$ cat src/rtl/keypad_emulator_if.sv
// Request/keypad bundle between a scanner-side test harness (master) and the
// keypad emulator (slave). Column/row lines are active-low like the real matrix.
interface keypad_emulator_if;
  logic [3:0] col;
  logic [3:0] row;
  logic       req_valid;
  logic [3:0] req_key;
  logic       req_ready;
  logic       busy;
  logic       done;
  logic       err;

  modport master (
    output col, req_valid, req_key,
    input  row, req_ready, busy, done, err
  );

  modport slave (
    input  col, req_valid, req_key,
    output row, req_ready, busy, done, err
  );
endinterface

$ cat src/rtl/keypad_emulator.sv
// 4x4 matrix keypad emulator: presses a requested key by pulling its row low
// whenever the scanner strobes the key's column, then releases and reports.
module keypad_emulator #(
  parameter int HOLD_CYCLES    = 64,
  parameter int GAP_CYCLES     = 64,
  parameter int TIMEOUT_CYCLES = 4096,
  parameter int CNT_W          = 16
) (
  input logic              clk,
  input logic              reset,
  keypad_emulator_if.slave kp
);

  typedef enum logic [1:0] {
    S_IDLE    = 2'd0,
    S_PRESS   = 2'd1,
    S_RELEASE = 2'd2
  } state_t;

  localparam logic [CNT_W-1:0] HOLD_LAST    = CNT_W'(HOLD_CYCLES - 1);
  localparam logic [CNT_W-1:0] GAP_LAST     = CNT_W'(GAP_CYCLES - 1);
  localparam logic [CNT_W-1:0] TIMEOUT_LAST = CNT_W'(TIMEOUT_CYCLES - 1);

  // Key code -> {column index, row index} of the physical switch.
  function automatic logic [3:0] key_pos(input logic [3:0] key);
    logic [3:0] pos;
    case (key)
      4'hE:    pos = 4'b00_00;
      4'h7:    pos = 4'b00_01;
      4'h4:    pos = 4'b00_10;
      4'h1:    pos = 4'b00_11;
      4'h0:    pos = 4'b01_00;
      4'h8:    pos = 4'b01_01;
      4'h5:    pos = 4'b01_10;
      4'h2:    pos = 4'b01_11;
      4'hF:    pos = 4'b10_00;
      4'h9:    pos = 4'b10_01;
      4'h6:    pos = 4'b10_10;
      4'h3:    pos = 4'b10_11;
      4'hD:    pos = 4'b11_00;
      4'hC:    pos = 4'b11_01;
      4'hB:    pos = 4'b11_10;
      4'hA:    pos = 4'b11_11;
      default: pos = 4'b00_00;
    endcase
    return pos;
  endfunction

  state_t           state_q, state_d;
  logic [CNT_W-1:0] cnt_q, cnt_d;
  logic             seen_q, seen_d;
  logic [1:0]       tc_q, tc_d;
  logic [1:0]       tr_q, tr_d;
  logic             err_r_q, err_r_d;
  logic             done_q, done_d;
  logic             err_q, err_d;
  logic             hit;
  logic [3:0]       row_o;

  assign hit = (state_q == S_PRESS) && !kp.col[tc_q];

  always_comb begin
    state_d = state_q;
    tc_d    = tc_q;
    tr_d    = tr_q;
    err_r_d = err_r_q;
    seen_d  = seen_q | hit;
    done_d  = 1'b0;
    case (state_q)
      S_IDLE: begin
        if (kp.req_valid) begin
          state_d      = S_PRESS;
          {tc_d, tr_d} = key_pos(kp.req_key);
          seen_d       = 1'b0;
        end
      end
      S_PRESS: begin
        // A strobe seen at any point during the hold satisfies the press.
        if ((cnt_q >= HOLD_LAST) && (seen_q || hit)) begin
          state_d = S_RELEASE;
          err_r_d = 1'b0;
        end else if (cnt_q == TIMEOUT_LAST) begin
          state_d = S_RELEASE;
          err_r_d = 1'b1;
        end
      end
      S_RELEASE: begin
        if (cnt_q == GAP_LAST) begin
          state_d = S_IDLE;
          done_d  = 1'b1;
        end
      end
      default: state_d = S_IDLE;
    endcase
    cnt_d = (state_d != state_q) ? '0 : cnt_q + CNT_W'(1);
    err_d = done_d & err_r_q;
  end

  always_ff @(posedge clk) begin
    if (reset) begin
      state_q <= S_IDLE;
      cnt_q   <= '0;
      seen_q  <= 1'b0;
      tc_q    <= 2'd0;
      tr_q    <= 2'd0;
      err_r_q <= 1'b0;
      done_q  <= 1'b0;
      err_q   <= 1'b0;
    end else begin
      state_q <= state_d;
      cnt_q   <= cnt_d;
      seen_q  <= seen_d;
      tc_q    <= tc_d;
      tr_q    <= tr_d;
      err_r_q <= err_r_d;
      done_q  <= done_d;
      err_q   <= err_d;
    end
  end

  // Row follows the column strobe combinationally, like a closed switch.
  always_comb begin
    row_o = 4'b1111;
    if (hit && !reset) row_o[tr_q] = 1'b0;
  end

  assign kp.row       = row_o;
  assign kp.req_ready = (state_q == S_IDLE);
  assign kp.busy      = (state_q != S_IDLE);
  assign kp.done      = done_q;
  assign kp.err       = err_q;

endmodule

$ cat src/flat_wrapper.sv
// flat-port wrapper written by rule: the top's interface ports become plain ports
module keypad_emulator_flat 
#(
  parameter int HOLD_CYCLES    = 64,
  parameter int GAP_CYCLES     = 64,
  parameter int TIMEOUT_CYCLES = 4096,
  parameter int CNT_W          = 16
)
  (clk, reset, kp_col, kp_req_valid, kp_req_key, kp_row, kp_req_ready, kp_busy, kp_done, kp_err);
  keypad_emulator_if kp_i ();
  input logic clk;
  input logic reset;
  input wire logic [$bits(kp_i.col)-1:0] kp_col;
  input wire logic [$bits(kp_i.req_valid)-1:0] kp_req_valid;
  input wire logic [$bits(kp_i.req_key)-1:0] kp_req_key;
  output wire logic [$bits(kp_i.row)-1:0] kp_row;
  output wire logic [$bits(kp_i.req_ready)-1:0] kp_req_ready;
  output wire logic [$bits(kp_i.busy)-1:0] kp_busy;
  output wire logic [$bits(kp_i.done)-1:0] kp_done;
  output wire logic [$bits(kp_i.err)-1:0] kp_err;
  assign kp_i.col = kp_col;
  assign kp_i.req_valid = kp_req_valid;
  assign kp_i.req_key = kp_req_key;
  assign kp_row = kp_i.row;
  assign kp_req_ready = kp_i.req_ready;
  assign kp_busy = kp_i.busy;
  assign kp_done = kp_i.done;
  assign kp_err = kp_i.err;
  keypad_emulator #(.HOLD_CYCLES(HOLD_CYCLES), .GAP_CYCLES(GAP_CYCLES), .TIMEOUT_CYCLES(TIMEOUT_CYCLES), .CNT_W(CNT_W)) u_core (.clk(clk), .reset(reset), .kp(kp_i));
endmodule
$ cat config.mk
export PLATFORM = sky130hd
export DESIGN_NAME = keypad_emulator_flat
export DESIGN_NICKNAME = d
export VERILOG_FILES = /design/src/rtl/keypad_emulator_if.sv /design/src/rtl/keypad_emulator.sv /design/src/flat_wrapper.sv
export SDC_FILE = /design/constraint.sdc
export NUM_CORES = 1
export LEC_CHECK = 0
export CAP_MARGIN = 20
export CORE_ASPECT_RATIO = 1.4
export CORE_MARGIN = 1.5
export CORE_UTILIZATION = 54
export DETAILED_ROUTE_END_ITERATION = 10
export HOLD_SLACK_MARGIN = 0.1
export PLACE_DENSITY = 0.78
export REMOVE_ABC_BUFFERS = 1
export SYNTH_ARGS = -nofsm -noshare
export SYNTH_HDL_FRONTEND = slang
export SYNTH_SLANG_ARGS = --single-unit
$ cat constraint.sdc
create_clock -name clk -period 1.9 [get_ports clk]
set_input_delay 0.19 -clock clk [delete_from_list [all_inputs] [get_ports clk]]
set_output_delay 0.19 -clock clk [all_outputs]
set_load 0.1 [all_outputs]
# --- Yosys cells after proc, flatten, opt, wreduce, memory -nomap -nowiden ---
# Memory sizes are Yosys's and may differ from the RTL's. A register that Yosys moved wholly into a read port is not among the register bits.
# Cells that the tools add are included.
word_totals:
  ff_bits: 22
  mem_bits_ro: 64
  inputBits: 11
  out_inout_bits: 8
  elab_cells: 49
  memories: 1
mem_list:
  columns: ["name", "words", "width", "rd", "rd_ports_with_merged_regs", "write_ports", "line", "text"]
  rows:
  - ["(name not given)", 16, 4, 1, 1, 0, "keypad_emulator.sv:27", "case (key)"]
classes:
  addsub: 1
  order_cmp: 4
  n_eq_ne: 5
  mux: 16
  bitwise: 3
  reduce_logical: 13
op_table:
  columns: ["operator", "n"]
  rows:
  - ["$add 16x1->16 const B", 1]
  - ["$eq 16x12->1 const B", 1]
  - ["$eq 16x6->1 const B", 1]
  - ["$ge 16x6->1 const B", 1]
  - ["$mux 1", 8]
  - ["$mux 2", 4]
  - ["$lt 2x3->1 const B", 2]
  - ["$pmux 2 s3", 1]
  - ["$logic_and 1x1->1", 4]
  - ["$mux 4", 1]
  - ["$not 4->4", 1]
  - ["$reduce_and 2->1", 2]
  - ["$reduce_bool 2->1", 2]
  - ["$bmux 1 s2", 1]
  - ["$demux 1 s2", 1]
  - ["$eq 2x1->1 const B", 1]
  - ["$eq 2x2->1 const B", 1]
  - ["$ge 2x1->1 const B", 1]
  - ["$logic_not 1->1", 2]
  - ["$logic_not 2->1", 1]
  - ["$ne 2x2->1", 1]
  - ["$reduce_or 2->1", 1]
  - ["$and 1x1->1", 1]
  - ["$logic_or 1x1->1", 1]
  - ["$or 1x1->1", 1]

# --- Longest topological paths before layout ---
# Gate-level depths: netlist (run 1).
logic_depth:
  ltp_word: 10
  mapped_depth: 7

# --- Worst setup path before layout (run 1) ---
# Ideal clock, no wire load.
synth_timing:
  kind: "register to output"
  startpoint: "register u_core.state_q[1]"
  endpoint: "output port kp_busy"
  t_arrival_ns: 2.695
  required_time_ns: 1.710
  slack_ns: -0.985
  path_stages_with_launch: 4
  path_cell_list: "dfxtp_1 > buf_4 > nor2_1 > inv_1"
synth_via:
  elab_chain_cells: 1
synth_rtl:
  columns: ["element", "line", "text"]
  rows:
  - ["start, declared", "keypad_emulator.sv:49", "state_t state_q, state_d;"]
  - ["start signal, assigned", "keypad_emulator.sv:110", "state_q <= state_d;"]
  - ["$reduce_bool 2->1", "keypad_emulator.sv:129", "assign kp.busy = (state_q != S_IDLE);"]
  - ["end, declared", "flat_wrapper.sv:18", "output wire logic [$bits(kp_i.busy)-1:0] kp_busy;"]
# Every way passes these cells.

# --- Final worst setup path (run 1) ---
layout_timing:
  startpoint: "register u_core.tc_q[0]"
  endpoint: "output port kp_row[0]"
layout_via:
  elab_chain_cells: 6
layout_rtl:
  columns: ["element", "line", "text"]
  rows:
  - ["start, declared", "keypad_emulator.sv:52", "logic [1:0] tc_q, tc_d;"]
  - ["start signal, assigned", "keypad_emulator.sv:113", "tc_q <= tc_d;"]
  - ["$bmux 1 s2", "keypad_emulator.sv:60", "assign hit = (state_q == S_PRESS) && !kp.col[tc_q];"]
  - ["$mux 1 (implied by the code)", "keypad_emulator.sv:60", null]
  - ["$logic_not 1->1", "keypad_emulator.sv:60", null]
  - ["$logic_and 1x1->1", "keypad_emulator.sv:60", null]
  - ["$logic_and 1x1->1", "keypad_emulator.sv:124", "if (hit && !reset) row_o[tr_q] = 1'b0;"]
  - ["$mux 4", "keypad_emulator.sv:124", null]
  - ["end, declared", "flat_wrapper.sv:16", "output wire logic [$bits(kp_i.row)-1:0] kp_row;"]
# Every way passes these cells. The select of a mux whose other input is x is not followed.

==> results.py, run 1 <==
metrics = {
    "outcome": {
        "status": "completed",
    },
    "floorplan": {
        "dieArea_um2": 3030,
        "core_um2": 2590,
        "design.portCount": 19,
        "die_width_um": 47.0,
        "rows": 22,
        "initial_utilization_pct": 56.5,
        "die_y_um": 64.6,
    },
    "drt": {
        "drtIter0Drc": 26,
        "routed_wl_mm": 3.10,
        "drc_errors": 0,
        "vias": 1259,
        "vias_per_cell": 5.78,
        "wl_per_cell_um": 14.2,
        "drt.antenna.violating_nets": 0,
        "drt-pass1-iter-count": 4,
    },
    "worst_setup_path": {
        "crit_family": "simple AND/OR/NAND/NOR gates",
        "crit_type": "reg2out",
        "worstPathCellList": "mux2i_2 -> a22oi_2 -> or4_4 -> buf_12",
        "slowest_stage": "or4_4",
        "startpoint_type": "register",
        "endpoint_kind": "output pin",
        "cp.arrival_ps": 1710,
        "cp_slowest_stage_delay_ps": 450,
        "path_buf_inv": 1,
        "cp_max_fo": 3,
        "critPathRequiredTime_ps": 1710,
    },
    "clock_tree": {
        "clk_latency_ps": 320,
        "htree_levels": 1,
        "root_buffer": "clkbuf_4",
        "clock_path_buffers": 2,
        "clock-sinks": 26,
        "cts_buffers": 3,
        "hold_buffers": 0,
        "path_clk_slew_ps": 130,
        "cts_tree": "built",
    },
    "final_layout": {
        "finalNetCount": 196,
        "multi_input_area_um2": 902,
        "drive_gt1_share_pct": 27.5,
        "diodes": 0,
        "fin_util_pct": 71.7,
        "regArea_um2": 528,
        "area_delta_synth_final_pct": 26.9,
        "fillers": 221,
        "fin_cells": 218,
    },
    "power_and_ir_drop": {
        "p_per_area_nw_per_um2": 562,
        "p_int_mw": 0.750,
        "power_mw": 1.04,
        "pwr-share-clk_pct": 21.7,
        "ir_drop_mv": 0.490,
        "p_sw_share_pct": 28.1,
        "combPwrFrac_pct": 22.7,
        "cellLeakagePower_nw": 0.669,
        "switchingPower_mw": 0.294,
        "p_seq_share_pct": 55.7,
    },
    "synthesis": {
        "netlist_area_um2": 1460,
        "syn_inst": 156,
        "synth-simple-area-share_pct": 26.9,
        "synth_ff_type": "dfxtp_1",
        "synth_mux_area_share_pct": 2.82,
        "async_flop_share_pct": 0,
        "syn_avg_cell_area_um2": 9.38,
        "synth_xor_area_share_pct": 7.19,
        "ys_types": 46,
        "yosysSeqAreaShare_pct": 35.6,
        "synth_edf_count": 0,
        "yosysWarningCount": 0,
        "synth-compound-area-share_pct": 22.7,
        "ys_ff_latch": 26,
        "synth_top_family_by_area": "simple AND/OR/NAND/NOR gates",
        "yosys.area_share.adder_pct": 0.855,
    },
    "placed_design": {
        "place_inst": 211,
        "port_buffers": 18,
        "post-dp-hpwl_mm": 2.38,
        "gp_congestion": 0.838,
    },
    "timing": {
        "fin_crit_ps": 1900,
        "fin_crit_sh_pct": 99.8,
        "clock.fmax_ghz": 0.527,
        "maxSlewHeadroom_pct": 74.3,
        "hold_viol": 0,
        "fin_skew_ps": 5.07,
        "worst_slew_pin_slew_ps": 383,
        "slew_violations": 0,
        "holdWs_ps": 474,
        "setup_violations": 0,
        "rsz0062_at_grt": "yes",
    },
    "global_route": {
        "grt_pass1_wl_mm": 5.14,
        "grt_max_degree": 17,
        "antenna_found_initial": 0,
        "grt_overflow_total": 0,
        "grt_pass1_vias": 1238,
        "grt_util_all_layers_pct": 22.6,
    },
    "min_path": {
        "hp-class": "reg2reg",
    },
    "run": {
        "maxCapViolCount": 0,
    },
}
==> cells in the mapped netlist (all sizes together), types with 3 or more instances <==
master,instances,area [um2]
mux2i,3,30.0
xor2,8,70.1
dfxtp,26,521
nor2b,3,18.8
o21ai,7,35.0
xnor2,4,35.0
clkbuf,3,12.5
nand4,5,31.3
nor3,4,20.0
nand3,9,50.1
nor2,13,48.8
buf,4,38.8
nand2,8,30.0
a22oi,3,22.5
a21oi,19,133
and4,5,45.0
and3,3,18.8
==> flip-flops by register name, summed over array words and instances (netlist names) <==
signal,count
u_core.cnt_q,16
u_core.kp.err,1
u_core.state_q,2
u_core.kp.done,1
u_core.tr_q,2
u_core.seen_q,1
u_core.err_r_q,1
u_core.tc_q,2
==> placed cells by master (no fill, tap or decap), drive strengths merged, types with 2 or more instances in the layout <==
cell	synthesis	final
nor3	4	4
nand3b	2	2
dfxtp	26	26
xnor2	4	4
a21oi	19	19
and3	3	3
mux2i	3	3
o21ai	7	7
clkdlybuf4s50	0	10
nor2	13	13
nand2b	2	2
a221oi	2	2
nor3b	2	2
nand4	5	5
nand3	9	9
o211ai	2	2
nand2	8	8
inv	2	2
clkbuf	3	3
nor2b	3	3
or3	2	2
a22oi	3	3
and3b	2	2
and4	5	5
buf	4	20
xor2	8	8
a311oi	2	2
nor4	2	2
==> path summary, 6_finish.rpt <==
kind / slack, ps / start / depth (start not counted) / end
worst min register to register: 470 / u_core.cnt_q[0] / 1 / u_core.cnt_q[0]
worst max register to register: 210 / u_core.cnt_q[0] / 6 / u_core.cnt_q[14]
worst max-delay path: 3 / u_core.tc_q[0] / 4 / kp_row[0]
worst min-delay path: 470 / u_core.cnt_q[0] / 1 / u_core.cnt_q[0]
==> power groups by stage <==
stage          sequential (mW)  combinational (mW)  clock, mW
2_1_floorplan            0.589               0.127          0
3_3_place_gp             0.592               0.210          0
3_5_place_dp             0.593               0.215          0
4_1_cts                  0.581               0.229      0.236
5_1_grt                  0.584               0.255      0.253
6_report                 0.581               0.237      0.226
==> final cells by class <==
class,count,area share (%)
Multi-Input combinational cell,121,48.6
Sequential cell,26,28.5
Timing Repair Buffer,30,18.9
Tap cell,36,2.43
Clock buffer,3,1.21
Inverter,2,0.405
==> per-stage QoR <==
| step | setup slack, ps | TNS (ps) | area, um2 |
|---|---|---|---|
| 4_1_cts | -16.1 | -16.1 | 1830 |
| 6_report | 2.93 | 0 | 1860 |
| 5_1_grt | -64.4 | -64.4 | 1860 |
| 3_5_place_dp | 16.0 | 0 | 1760 |
| 2_1_floorplan | -944 | -2060 | 1410 |
| 3_3_place_gp | 81.4 | 0 | 1760 |
==> cell families (layout without fill, tap and decap cells) <==
family / count (synthesis) / count (layout)
muxes: 4 / 4
AOI/OAI and AO/OA: 40 / 40
adders and majority gates: 1 / 1
DFF: 26 / 26
xor gates and xnor gates: 12 / 12
and+or+nand+nor: 64 / 64
buffers and inverters: 9 / 35
==> metal layers <==
layer  vias up  track usage (%)  wire length [um]  part of all wire, %
met5         -                0                 0                    0
met4         0             8.68                36                  1.2
met3         5             1.95               101                  3.3
met2        33             43.0              1770                   57
met1       589             23.4              1190                   39
li1        632                -                 -                    -
==> timing repair <==
item | 4_1_cts | 5_1_grt
resized for setup | 9 | 0
endpoints found under the hold margin | 0 | 0
buffers inserted | 2 | 2
setup endpoints to repair | 4 | 7
pin swaps | 1 | 2
==> worst register-to-register path, cell delays in order, from the launching register on <==
cell and delay, ps:
dfxtp_1 390, ha_1 210, and3_1 190, nand2_1 130, o311ai_4 360, buf_12 200
a22oi_1 100
No activity file was read; power rests on OpenSTA's default activity.
==> run 2, diff against run 1 <==
--- a/config.mk
+++ b/config.mk
@@ -10,6 +10,7 @@
 export CORE_MARGIN = 1.5
 export CORE_UTILIZATION = 54
 export DETAILED_ROUTE_END_ITERATION = 10
+export GPL_ROUTABILITY_DRIVEN = 0
 export HOLD_SLACK_MARGIN = 0.1
 export PLACE_DENSITY = 0.78
 export REMOVE_ABC_BUFFERS = 1
==> results of run 2 <==
Same layout as run 1: the final DEF is identical, and so are final timing and power.
==> run 3, diff against run 2 <==
--- a/config.mk
+++ b/config.mk
@@ -9,11 +9,13 @@
 export CORE_ASPECT_RATIO = 1.4
 export CORE_MARGIN = 1.5
 export CORE_UTILIZATION = 54
+export CTS_CLUSTER_DIAMETER = 60
 export DETAILED_ROUTE_END_ITERATION = 10
 export GPL_ROUTABILITY_DRIVEN = 0
 export HOLD_SLACK_MARGIN = 0.1
 export PLACE_DENSITY = 0.78
 export REMOVE_ABC_BUFFERS = 1
+export SETUP_SLACK_MARGIN = 0.2
 export SYNTH_ARGS = -nofsm -noshare
 export SYNTH_HDL_FRONTEND = slang
 export SYNTH_SLANG_ARGS = --single-unit
==> run 3 against run 2 <==
  * Utilization up 3.8 points
  * Register-to-register slack got worse by 70 ps
  * Via count is 1.8% higher
  * Worst hold slack got worse by 39 ps
  * Maximum frequency about the same
  * Clock power barely moved
  * Highest routed layer unchanged
==> results.py, run 3 (synthesis gave the netlist of run 1 again) <==
metrics = {
    "final_layout": {
        "area_delta_synth_final_pct": 33.6,
        "layout_common_cells": "18 x dfxtp_1, 13 x buf_4, 12 x nor2_1, 12 x a21oi_2, 10 x clkdlybuf4s50_1",
        "drive_gt1_share_pct": 35.1,
        "regArea_um2": 533,
        "design_area_um2": 1950,
        "multi_input_area_um2": 952,
        "fin_cells": 221,
        "top_register": "u_core.cnt_q",
        "largest_reg_flops": 16,
        "fillers": 208,
        "diodes": 0,
        "layout_commonest_cell": "dfxtp_1",
        "finalNetCount": 199,
    },
    "timing": {
        "maxSlewHeadroom_pct": 72.6,
        "fin_skew_ps": 4.14,
        "setup_violations": 0,
        "slew_violations": 0,
        "hold_viol": 0,
        "fin_crit_sh_pct": 99.8,
        "rsz0062_at_grt": "yes",
        "worst_slew_pin_slew_ps": 409,
        "fin_tns_setup_ps": 0,
        "holdWs_ps": 435,
        "clock.fmax_ghz": 0.527,
        "fin_crit_ps": 1900,
    },
    "global_route": {
        "grt_pass1_wl_mm": 5.21,
        "grt_pass1_vias": 1267,
        "grt_util_all_layers_pct": 22.8,
        "grt_max_degree": 16,
        "antenna_found_initial": 0,
        "grt_overflow_total": 0,
    },
    "clock_tree": {
        "clock_path_buffers": 2,
        "cts_tree": "built",
        "cts_buffers": 3,
        "path_clk_slew_ps": 130,
        "clk_latency_ps": 320,
        "clock-sinks": 26,
        "htree_levels": 1,
        "root_buffer": "clkbuf_4",
    },
    "worst_setup_path": {
        "crit_start": "u_core.tc_q[0]",
        "crit_type": "reg2out",
        "worstPathCellList": "mux2i_2 -> a22oi_2 -> or4_4 -> buf_12",
        "r2r_cells": 5,
        "cp.arrival_ps": 1710,
        "startpoint_type": "register",
        "timing.rr.end": "u_core.cnt_q[8]",
        "cp_max_fo": 3,
        "critPathRequiredTime_ps": 1710,
        "endpoint_kind": "output pin",
        "regToRegStartpoint": "u_core.cnt_q[15]",
        "crit_end": "kp_row[0]",
        "cp_slowest_stage_delay_ps": 450,
        "reg2reg_slack_ps": 140,
        "slowest_stage": "or4_4",
    },
    "drt": {
        "vias": 1282,
        "vias_per_cell": 5.80,
        "drt-pass1-iter-count": 4,
        "drc_errors": 0,
        "drt.antenna.violating_nets": 0,
        "drtIter0Drc": 23,
        "wl_per_cell_um": 15.3,
        "routed_wl_mm": 3.38,
    },
    "run": {
        "maxCapViolCount": 0,
    },
    "power_and_ir_drop": {
        "cellLeakagePower_nw": 0.701,
        "p_sw_share_pct": 28.6,
        "pwr-share-clk_pct": 21.3,
        "switchingPower_mw": 0.306,
        "p_seq_share_pct": 54.5,
        "p_int_mw": 0.763,
        "combPwrFrac_pct": 24.2,
        "p_per_area_nw_per_um2": 547,
        "power_mw": 1.07,
        "ir_drop_mv": 0.496,
    },
    "placed_design": {
        "port_buffers": 18,
        "post-dp-hpwl_mm": 2.38,
        "post_dp_cell_area_um2": 1760,
        "place_inst": 211,
    },
    "floorplan": {
        "core_um2": 2590,
        "rows": 22,
        "design.portCount": 19,
        "dieArea_um2": 3030,
        "initial_utilization_pct": 56.5,
        "die_y_um": 64.6,
        "die_width_um": 47.0,
    },
    "outcome": {
        "status": "completed",
    },
    "min_path": {
        "hp-class": "reg2reg",
        "hold_start": "u_core.cnt_q[0]",
        "hold-path-cell-count": 1,
    },
}
[run 3: cell count changes in the layout (fill, tap and decap cells not counted), moves of 2 or more]
cell,before,now
a21oi_1,9,6
a21oi_2,10,12
dfxtp_1,22,18
dfxtp_2,3,7
[run 3: worst min-delay path by stage]
| stage | end |
|---|---|
| 2_1_floorplan | u_core.state_q[0] |
| 3_3_place_gp | u_core.cnt_q[0] |
| 3_5_place_dp | u_core.cnt_q[0] |
| 4_1_cts | u_core.cnt_q[0] |
| 5_1_grt | u_core.cnt_q[0] |
| 6_report | u_core.cnt_q[0] |
[run 3: worst max-delay path: cells and delay by family (launching register included)]
family	cells	cell delay (ps)
compound gates	1	130
mux	1	250
buf+inv	1	180
flops	1	380
simple gates	1	450
[run 3: metal layers]
layer | GRT usage (%) | up-vias | share of wire (%)
met1 | 22.9 | 602 | 39
met5 | 0 | - | 0
li1 | - | 640 | -
met3 | 2.23 | 7 | 3.3
met2 | 43.5 | 33 | 55
met4 | 10.1 | 0 | 2.0
[run 3: timing repair]
action	CTS	global route
resized for setup	9	16
hold endpoints to repair	0	0
buffers inserted	4	2
hold buffers	0	0
pin swaps	2	19
endpoints found under the setup margin	20	19
cloned	0	1
[run 3: power groups by stage]
stage / sequential, mW / clock [mW] / combinational [mW]
after detailed placement: 0.593 / 0 / 0.215
after global routing: 0.586 / 0.254 / 0.277
final: 0.583 / 0.228 / 0.258
after global placement: 0.592 / 0 / 0.210
after CTS: 0.581 / 0.236 / 0.238
after floorplan: 0.589 / 0 / 0.127
[run 3: area by class of cell]
cell class | instances | share of cell area [%]
well taps | 36 | 2.30
flip-flops and latches | 26 | 27.3
clock buffers | 3 | 1.15
inverters | 2 | 0.384
multi-input cells | 121 | 48.7
repair buffers | 33 | 20.2
[run 3: metrics by stage]
step | worst slack [ps] | util, %
finish | 2.95 | 75.5
global route | -65.7 | 75.5
CTS | -16.1 | 71.7
detailed placement | 16.0 | 68.2
global placement | 81.4 | 68.2
floorplan | -944 | -
